## src/rtl/root_job_scheduler_pkg.sv

```systemverilog
// Shared types and widths for the root job scheduler.
//   RADICAND_W / DEGREE_W / RESULT_W : engine operand and result widths
//   state_t                          : scheduler FSM states
package root_sched_pkg;

    localparam int RADICAND_W = 10;
    localparam int DEGREE_W   = 3;
    localparam int RESULT_W   = 20;

    typedef enum logic [2:0] {
        S_IDLE,
        S_ISSUE,
        S_WAIT,
        S_RESP,
        S_QUIET,
        S_DRAIN
    } state_t;

endpackage

```

## src/rtl/root_job_scheduler_rr_arbiter.sv

```systemverilog
// Combinational round-robin arbiter.
//   req       : request vector, one bit per requester
//   ptr       : highest-priority requester index for this decision
//   grant     : one-hot grant (all zero when nothing requests)
//   grant_idx : encoded index of the granted requester
//   any_req   : at least one request present
module rr_arbiter
    import root_sched_pkg::*;
#(
    parameter int NUM_REQ = 4,
    parameter int ID_W    = $clog2(NUM_REQ)
) (
    input  logic [NUM_REQ-1:0] req,
    input  logic [ID_W-1:0]    ptr,
    output logic [NUM_REQ-1:0] grant,
    output logic [ID_W-1:0]    grant_idx,
    output logic               any_req
);

    // First pass searches ptr..NUM_REQ-1, second pass wraps to 0..ptr-1;
    // the second pass only acts when the first one found nothing.
    always_comb begin
        grant     = '0;
        grant_idx = '0;
        any_req   = 1'b0;
        for (int unsigned i = 0; i < NUM_REQ; i++) begin
            if (!any_req && req[i] && (i >= 32'(ptr))) begin
                any_req   = 1'b1;
                grant[i]  = 1'b1;
                grant_idx = ID_W'(i);
            end
        end
        for (int unsigned i = 0; i < NUM_REQ; i++) begin
            if (!any_req && req[i]) begin
                any_req   = 1'b1;
                grant[i]  = 1'b1;
                grant_idx = ID_W'(i);
            end
        end
    end

endmodule

```

## src/rtl/root_job_scheduler.sv

```systemverilog
// Shares one iterative root engine between NUM_REQ requesters.
// Round-robin arbitration, one job in flight, engine operands held stable for
// the whole computation, per-job watchdog, tagged responses on one port.
//   clk, rst_n         : clock, synchronous active-low reset
//   req_valid/ready    : per-requester handshake (ready is a one-hot pulse)
//   req_radicand/degree: packed per-requester operands (slice i = requester i)
//   rsp_valid/ready    : response handshake
//   rsp_id/data/err    : response tag, result (0 on error), error flag
//   eng_in_valid       : one-cycle engine start strobe
//   eng_in_data_1/2    : engine radicand / degree, held between jobs
//   eng_out_valid/data : engine completion and result
module root_job_scheduler
    import root_sched_pkg::*;
#(
    parameter int NUM_REQ        = 4,
    parameter int TIMEOUT_CYCLES = 64,
    parameter int ID_W           = $clog2(NUM_REQ)
) (
    input  logic                          clk,
    input  logic                          rst_n,
    input  logic [NUM_REQ-1:0]            req_valid,
    output logic [NUM_REQ-1:0]            req_ready,
    input  logic [NUM_REQ*RADICAND_W-1:0] req_radicand,
    input  logic [NUM_REQ*DEGREE_W-1:0]   req_degree,
    output logic                          rsp_valid,
    input  logic                          rsp_ready,
    output logic [ID_W-1:0]               rsp_id,
    output logic [RESULT_W-1:0]           rsp_data,
    output logic                          rsp_err,
    output logic                          eng_in_valid,
    output logic [RADICAND_W-1:0]         eng_in_data_1,
    output logic [DEGREE_W-1:0]           eng_in_data_2,
    input  logic                          eng_out_valid,
    input  logic [RESULT_W-1:0]           eng_out_data
);

    localparam int WD_W = $clog2(TIMEOUT_CYCLES + 1);

    state_t                  state, state_nxt;
    logic [ID_W-1:0]         rr_ptr;
    logic                    drain_flag;
    logic [WD_W-1:0]         wd_cnt;
    logic                    wd_expired;

    logic [NUM_REQ-1:0]      arb_grant;
    logic [ID_W-1:0]         arb_idx;
    logic                    arb_any;
    logic                    start;
    logic [RADICAND_W-1:0]   sel_rad;
    logic [DEGREE_W-1:0]     sel_deg;

    rr_arbiter #(
        .NUM_REQ (NUM_REQ),
        .ID_W    (ID_W)
    ) u_arb (
        .req       (req_valid),
        .ptr       (rr_ptr),
        .grant     (arb_grant),
        .grant_idx (arb_idx),
        .any_req   (arb_any)
    );

    // A grant is only made while the engine is not still presenting a result.
    assign start      = (state == S_IDLE) && arb_any && !eng_out_valid;
    assign wd_expired = (wd_cnt == WD_W'(TIMEOUT_CYCLES));

    always_comb begin
        sel_rad = '0;
        sel_deg = '0;
        for (int unsigned i = 0; i < NUM_REQ; i++) begin
            if (arb_idx == ID_W'(i)) begin
                sel_rad = req_radicand[i*RADICAND_W +: RADICAND_W];
                sel_deg = req_degree[i*DEGREE_W +: DEGREE_W];
            end
        end
    end

    // State register
    always_ff @(posedge clk) begin
        if (!rst_n) state <= S_IDLE;
        else        state <= state_nxt;
    end

    // Next-state logic
    always_comb begin
        state_nxt = state;
        case (state)
            S_IDLE: begin
                if (start) state_nxt = (sel_deg == '0) ? S_RESP : S_ISSUE;
            end
            S_ISSUE: state_nxt = S_WAIT;
            S_WAIT: begin
                if (eng_out_valid || wd_expired) state_nxt = S_RESP;
            end
            S_RESP: begin
                // A late pulse already seen while responding counts as drained.
                if (rsp_ready)
                    state_nxt = (drain_flag && !eng_out_valid) ? S_DRAIN : S_QUIET;
            end
            S_QUIET: begin
                if (!eng_out_valid) state_nxt = S_IDLE;
            end
            S_DRAIN: begin
                if (eng_out_valid || wd_expired) state_nxt = S_QUIET;
            end
            default: state_nxt = S_IDLE;
        endcase
    end

    // Output logic
    always_comb begin
        req_ready    = '0;
        eng_in_valid = (state == S_ISSUE);
        rsp_valid    = (state == S_RESP);
        if (start && rst_n) req_ready = arb_grant;
    end

    // Watchdog runs only while waiting on the engine; zero everywhere else.
    always_ff @(posedge clk) begin
        if (!rst_n)
            wd_cnt <= '0;
        else if (state == S_WAIT || state == S_DRAIN)
            wd_cnt <= wd_cnt + 1'b1;
        else
            wd_cnt <= '0;
    end

    // Job latches, engine operands, response register, RR pointer
    always_ff @(posedge clk) begin
        if (!rst_n) begin
            rr_ptr        <= '0;
            drain_flag    <= 1'b0;
            eng_in_data_1 <= '0;
            eng_in_data_2 <= '0;
            rsp_id        <= '0;
            rsp_data      <= '0;
            rsp_err       <= 1'b0;
        end else begin
            case (state)
                S_IDLE: begin
                    if (start) begin
                        rr_ptr     <= (arb_idx == ID_W'(NUM_REQ - 1)) ? '0 : arb_idx + 1'b1;
                        rsp_id     <= arb_idx;
                        drain_flag <= 1'b0;
                        if (sel_deg == '0) begin
                            rsp_data <= '0;
                            rsp_err  <= 1'b1;
                        end else begin
                            eng_in_data_1 <= sel_rad;
                            eng_in_data_2 <= sel_deg;
                        end
                    end
                end
                S_WAIT: begin
                    if (eng_out_valid) begin
                        rsp_data <= eng_out_data;
                        rsp_err  <= 1'b0;
                    end else if (wd_expired) begin
                        rsp_data   <= '0;
                        rsp_err    <= 1'b1;
                        drain_flag <= 1'b1;
                    end
                end
                S_RESP: begin
                    if (drain_flag && eng_out_valid) drain_flag <= 1'b0;
                end
                default: ;
            endcase
        end
    end

endmodule

```

## config.mk

```make
export PLATFORM = sky130hd
export DESIGN_NAME = root_job_scheduler
export DESIGN_NICKNAME = d
export VERILOG_FILES = /design/src/rtl/root_job_scheduler_pkg.sv /design/src/rtl/root_job_scheduler_rr_arbiter.sv /design/src/rtl/root_job_scheduler.sv
export SDC_FILE = /design/constraint.sdc
export NUM_CORES = 1
export LEC_CHECK = 0
export CORE_MARGIN = 4
export CORE_UTILIZATION = 39
export CTS_BUF_LIST = sky130_fd_sc_hd__clkbuf_8
export CTS_CLUSTER_SIZE = 8
export DETAILED_ROUTE_END_ITERATION = 7
export PLACE_DENSITY = 0.79
export SETUP_SLACK_MARGIN = 0.1
export SYNTH_ARGS = -nofsm -noshare
export SYNTH_HDL_FRONTEND = slang
export SYNTH_SLANG_ARGS = --single-unit
```

## constraint.sdc

```tcl
create_clock -name clk -period 3.1 [get_ports clk]
set_clock_uncertainty 0.15 [all_clocks]
set_input_delay 0.775 -clock clk [delete_from_list [all_inputs] [get_ports clk]]
set_output_delay 0.775 -clock clk [all_outputs]
set_load 0.01 [all_outputs]
```

---- After elaboration in Yosys (flattened, before gate mapping) ----
Cells that the tools add are included.
Widths: inputs -> output; s select.
operators by class
  $add $sub $neg .......................... 2
  reductions and logical operators ........ 36
  multipliers ............................. 0
  bitwise operators ....................... 1
  shift operators ......................... 0
  equal/unequal tests ..................... 19
  multiplexer cells ....................... 54
  magnitude comparators ................... 3
  div/mod/pow operators ................... 0
operators with widths
  operator             number
  $mux 20              4
  $mux 10              4
  $pmux 20 s2          1
  $mux 3               9
  $mux 1               24
  $pmux 3 s6           1
  $mux 2               8
  $logic_and 1x1->1    15
  $ne 2x2->1 const B   6
  $reduce_and 5->1     2
  $logic_not 1->1      8
  $add 7x1->7 const B  1
  $eq 7x7->1 const B   1
  $eq 3x2->1 const B   2
  $eq 3x3->1 const B   2
  $logic_not 3->1      2
  $ne 2x1->1 const B   3
  $eq 2x2->1 const B   2
  $ge 1x2->1 const A   2
  $mux 4               1
  $reduce_and 2->1     2
  $reduce_and 4->1     1
  $eq 3x1->1 const B   1
  $ne 3x3->1 const B   1
  11 further kinds     12
word-level totals
  input bits .............................. 80
  memory bits (writable) .................. 0
  word-level logic and storage cells ...... 124
  memories kept ........................... 0
  register bits ........................... 49
  memory bits (read-only) ................. 0
  latch bits .............................. 0

---- Logic depth before layout (Yosys ltp) ----
  depth after elaboration ................. 35
  depth in mapped cells ................... 13
  gate-level depth less buffers ........... 10

---- Modules after synthesis ----
Synthesis repeated with hierarchy kept, for this count alone.
second synthesis, totals
  cell total of the unflattened synthesis .. 361
  area total of the unflattened synthesis .. 2941.6 um^2
by module, submodules not included
  module              sequential area each (um^2)  instances  cells an instance  area an instance (um^2)
  root_job_scheduler  980.9                        1          328                2718.9
  rr_arbiter          0.0                          1          33                 222.7

---- Worst setup path before layout ----
No wires, ideal clock.
  path kind ............................... in2reg
  from .................................... in req_valid[0]
  to ...................................... reg eng_in_data_1[4]
  library setup time ...................... 133 ps
  stages .................................. 13
  path slack .............................. -303 ps
  arrival time ............................ 3120 ps
  cells stage by stage .................... clkbuf_1 nor2b_1 o21a_1 o21ai_0 inv_1 ha_1 buf_2 nor2b_1 o21ai_0 a211oi_4 buf_6 a2111oi_2 nor3_1
on the way
  word-level cells in the longest chain between the ends .. 33
  elaborated cells between the ends (all ways) .. 49
  those cells by class .................... eq/ne: 3; mux: 23; bitwise: 1; reduce/logical: 22
ends and longest elaborated chain
  what                             RTL line                             source
  from (decl)                      root_job_scheduler.sv:21             input logic [NUM_REQ-1:0] req_valid,
  $logic_and 1x1->1                root_job_scheduler_rr_arbiter.sv:27  if (!any_req && req[i] && (i >= 32'(ptr))) begin
  $mux 1                           root_job_scheduler_rr_arbiter.sv:27
  $logic_not 1->1                  root_job_scheduler_rr_arbiter.sv:27
  $logic_and 1x1->1 (2 in series)  root_job_scheduler_rr_arbiter.sv:27
  $mux 1                           root_job_scheduler_rr_arbiter.sv:27
  $logic_not 1->1                  root_job_scheduler_rr_arbiter.sv:27
  $logic_and 1x1->1 (2 in series)  root_job_scheduler_rr_arbiter.sv:27
  $mux 1                           root_job_scheduler_rr_arbiter.sv:27
  (+13 left out)                   n/a
  $logic_and 1x1->1                root_job_scheduler_rr_arbiter.sv:34  if (!any_req && req[i]) begin
  $mux 2 *                         root_job_scheduler_rr_arbiter.sv:34
  named net arb_idx[0]             root_job_scheduler.sv:46             logic [ID_W-1:0] arb_idx;
  $logic_not 2->1                  root_job_scheduler.sv:71             if (arb_idx == ID_W'(i)) begin
  $mux 3 (4 in series)             root_job_scheduler.sv:71
  $logic_not 3->1                  root_job_scheduler.sv:145            if (sel_deg == '0) begin
  $not 1->1 (no line)              n/a
  $reduce_and 3->1 (no line)       n/a
  to (signal assigned)             root_job_scheduler.sv:149            eng_in_data_1 <= sel_rad;
  to (decl)                        root_job_scheduler.sv:31             output logic [RADICAND_W-1:0] eng_in_data_1,
The timed path passes the listed nets; every way through them passes the cells marked *.
A chain may end at the register's enable or synchronous reset.

---- Worst setup path after layout ----
  from .................................... in req_valid[2]
  to ...................................... reg rsp_data[3]
on the way
  word-level cells in the longest chain between the ends .. 26
  elaborated cells between the ends (all ways) .. 38
  those cells by class .................... eq/ne: 5; mux: 16; reduce/logical: 17
ends and longest elaborated chain
  what                             RTL line                             source
  $logic_and 1x1->1 (2 in series)  root_job_scheduler_rr_arbiter.sv:27
  $mux 1                           root_job_scheduler_rr_arbiter.sv:27
  $logic_not 1->1                  root_job_scheduler_rr_arbiter.sv:27
  $logic_and 1x1->1                root_job_scheduler_rr_arbiter.sv:27
  $mux 1                           root_job_scheduler_rr_arbiter.sv:27
  $logic_not 1->1                  root_job_scheduler_rr_arbiter.sv:34
  $logic_and 1x1->1                root_job_scheduler_rr_arbiter.sv:34
  $mux 1                           root_job_scheduler_rr_arbiter.sv:34
  (+8 left out)                    n/a
  $mux 2 *                         root_job_scheduler_rr_arbiter.sv:34
  named net arb_idx[1]             root_job_scheduler.sv:46
  $logic_not 2->1                  root_job_scheduler.sv:71
  $mux 3 (3 in series)             root_job_scheduler.sv:71
  $mux 3 *                         root_job_scheduler.sv:71
  $logic_not 3->1 *                root_job_scheduler.sv:145
  $ne 2x1->1 (no line) *           n/a
  $reduce_and 4->1 (no line) *     n/a
  to (signal assigned)             root_job_scheduler.sv:156            rsp_data <= eng_out_data;
  to (decl)                        root_job_scheduler.sv:28             output logic [RESULT_W-1:0] rsp_data,
Marked as above.

==> out/results.txt <==
status: completed
main flop type after synthesis: dfxtp_1
syn_nets: 381
CP cell instances: buf_2 -> buf_6 -> o21a_1 -> o22ai_2 -> inv_2 -> ha_4 -> buf_4 -> a211oi_2 -> o21ai_2 -> a211oi_4 -> o21ai_4 -> buf_12 -> a32o_2
Tightest Pin Transition: 0.711 ns
first-pass GRT wire length: 13,500 um
Die Y: 91.2 um
critical path capture point type: flip-flop
vias per cell: 5.55
Clock Tree Buf Depth: 2
clk sinks: 49
drc violations: 0
ANT nets after route: 0
number of core rows: 30
count leader, synth: dfxtp_1
initial antenna violation count: 0
port buffer count: 121
leakage power: 1.66 nW
Detailed Routing Iterations Pass 1: 4
IO Pins: 122
asr flop ratio synth: 0%
Hold Path Stages: 1
Antenna Cells: 0
relative slew slack: 52.6%
top cells by count, synth: 49 x dfxtp_1, 23 x a21oi_1, 21 x nor3_1
Crit path depth: 13
Crit Path Max Fanout: 6
Non-Filler Instances: 519
Placement Cell Area: 4150 um2
TritonCTS Buffers: 5
drt total wl: 8720 um
layout cell share with drive strength beyond 1: 23.0%
GP Congestion: 0.784
Seq cells post-synth: 49
DP Wirelength: 6190 um
share of the synthesized area in the top cell type: 36.3%
VDD IR max: 0.000323 V
Psw: 1.24 mW
Max stage delay on crit path: 0.37 ns
fin crit share: 96.4%
Syn Std Cell Area: 2700 um2
die footprint: 8310 um2
sequential share of the synthesized area: 36.3%
Int Power: 2.00 mW
top post-synthesis cells by area: dfxtp_1 36%, a32o_1 7.4%, a2111oi_4 5.1%, a21oi_1 4.3%, nor2b_1 4.2%
Setup Viol. Count Final: 0
Power Dens Cells: 706 nW/um2
Post-Syn Instances: 295
worst skew pair latency: 0.30 ns
vias in the first global route: 2,885
CP required: 3.15 ns
Slew Viols, Final: 0
Post-Route Setup TNS: 0 ns
CTS tree: yes
CP Launch Type: primary input
Post-synth EDFFs: 0
Worst Path Buf+Inv: 5
wire per inst: 16.8 um
Vias: 2,879
post-route cell area: 4580 um2
die width: 91.2 um
Final Hold Fails: 0
sw frac: 38.2%
DRT iter0 DRCs: 145
Gate power share: 58.9%
Worst EP arrival: 3.04 ns
share of total power in sequential cells: 27.2%
gr ovfl total: 0
cell family with most CP delay: compound AO/OA/AOI/OAI gates
root buffer cell: clkbuf_8
Initial Utilization: 39.9%
Mapped Avg Cell Area: 9.15 um2
power share of the clock group: 13.9%
total of max-cap violations: 0
htree depth: 2
Netlist cell types: 48
total global-route track usage: 19.5%
clk slew on worst S/H paths: 0.09 ns
synthesis-to-finish area growth: 69.7%
nets@finish: 524
R2R depth: 12
area leader, netlist: dfxtp_1
RSZ-0062 raised after global routing: yes
crit path time final: 2.99 ns
slowest CP cell: a211oi_4
core area: 6760 um2
Yosys warning count: 0
placed cell count: 494
largest net degree at the start of global routing: 29
WS Path Type: in -> reg
fmax: 0.335 GHz
Min-Delay Path Class: reg -> reg
flip-flops by register name (all words and copies together) (netlist names):
register and count:
drain_flag 1, eng_in_data_1 10, eng_in_data_2 3, rr_ptr 2, rsp_data 20, rsp_err 1
rsp_id 2, state 3, wd_cnt 7
power groups by stage:
stage	clock network [mW]	registers, mW	logic [mW]
after detailed placement	0	0.883	1.65
after global placement	0	0.877	1.61
after floorplan	0	0.893	0.996
after global routing	0.496	0.895	2.04
final	0.451	0.879	1.91
after CTS	0.462	0.871	1.85
through the flow:
step                power, mW  worst slack, ns  hold slack, ns  utilization [%]
floorplan                1.89          -0.0286           0.276                -
global placement         2.48           -0.651           0.290             61.4
detailed placement       2.53           -0.708           0.321             61.4
CTS                      3.19            0.109           0.336             66.4
global route             3.43           0.0622           0.350             67.8
finish                   3.24            0.111           0.328             67.8
layout by cell type, fill, tap and decap left out, drive strengths merged, types with 2 or more instances in the layout:
master | Yosys | layout
a2111oi | 10 | 10
a211oi | 7 | 7
a21oi | 23 | 23
a221oi | 13 | 13
a32o | 20 | 20
and2 | 2 | 2
and3 | 4 | 4
buf | 11 | 46
clkbuf | 18 | 7
clkdlybuf4s50 | 0 | 113
dfxtp | 49 | 49
dlygate4sd2 | 0 | 3
ha | 6 | 6
inv | 10 | 11
nand2 | 15 | 15
nand3 | 6 | 6
nand3b | 3 | 3
nor2 | 16 | 16
nor2b | 18 | 18
nor3 | 22 | 22
nor3b | 4 | 4
nor4 | 2 | 2
o21a | 4 | 4
o21ai | 15 | 15
xnor2 | 3 | 3
xor2 | 2 | 2
worst paths after layout:
| path | startpoint | end | slack, ns |
|---|---|---|---|
| hold / removal | wd_cnt[0] | wd_cnt[0] | 0.33 |
| hold reg to reg | wd_cnt[0] | wd_cnt[0] | 0.33 |
| setup reg to reg | rr_ptr[0] | rsp_data[3] | 0.19 |
| setup / recovery | req_valid[2] | rsp_data[3] | 0.11 |
per-layer routing:
layer	routed length, um	GRT usage, %	up-vias
met3	690	6.79	14
li1	-	-	1396
met1	3160	20.4	1357
met2	4710	36.5	112
met5	0	0	-
met4	163	5.15	0
final cells by class:
| class | count | area [um2] |
|---|---|---|
| well taps | 80 | 100 |
| multi-input cells | 207 | 1720 |
| clock buffers | 5 | 68.8 |
| repair buffers | 165 | 1630 |
| flip-flops and latches | 49 | 983 |
| inverters | 10 | 37.5 |
| fillers | 537 | 2180 |
| clock inverters | 3 | 42.5 |
repair_timing:
action	CTS	global route
setup endpoints to repair	39	35
gates resized for setup	43	27
endpoints found under the hold margin	0	0
pin swaps	10	13
setup buffers	10	5
hold buffers	0	0
cloned	2	0
cells by family after synthesis:
kind of cell               count (synthesis)  synth area share (%)
AOI/OAI and AO/OA                        102                  33.7
and+or+nand+nor                           94                  18.7
DFF                                       49                  36.3
buffers and inverters                     39                  6.86
adders and majority gates                  6                  2.78
xor gates and xnor gates                   5                  1.62
Power figures use the tool's default switching activity.
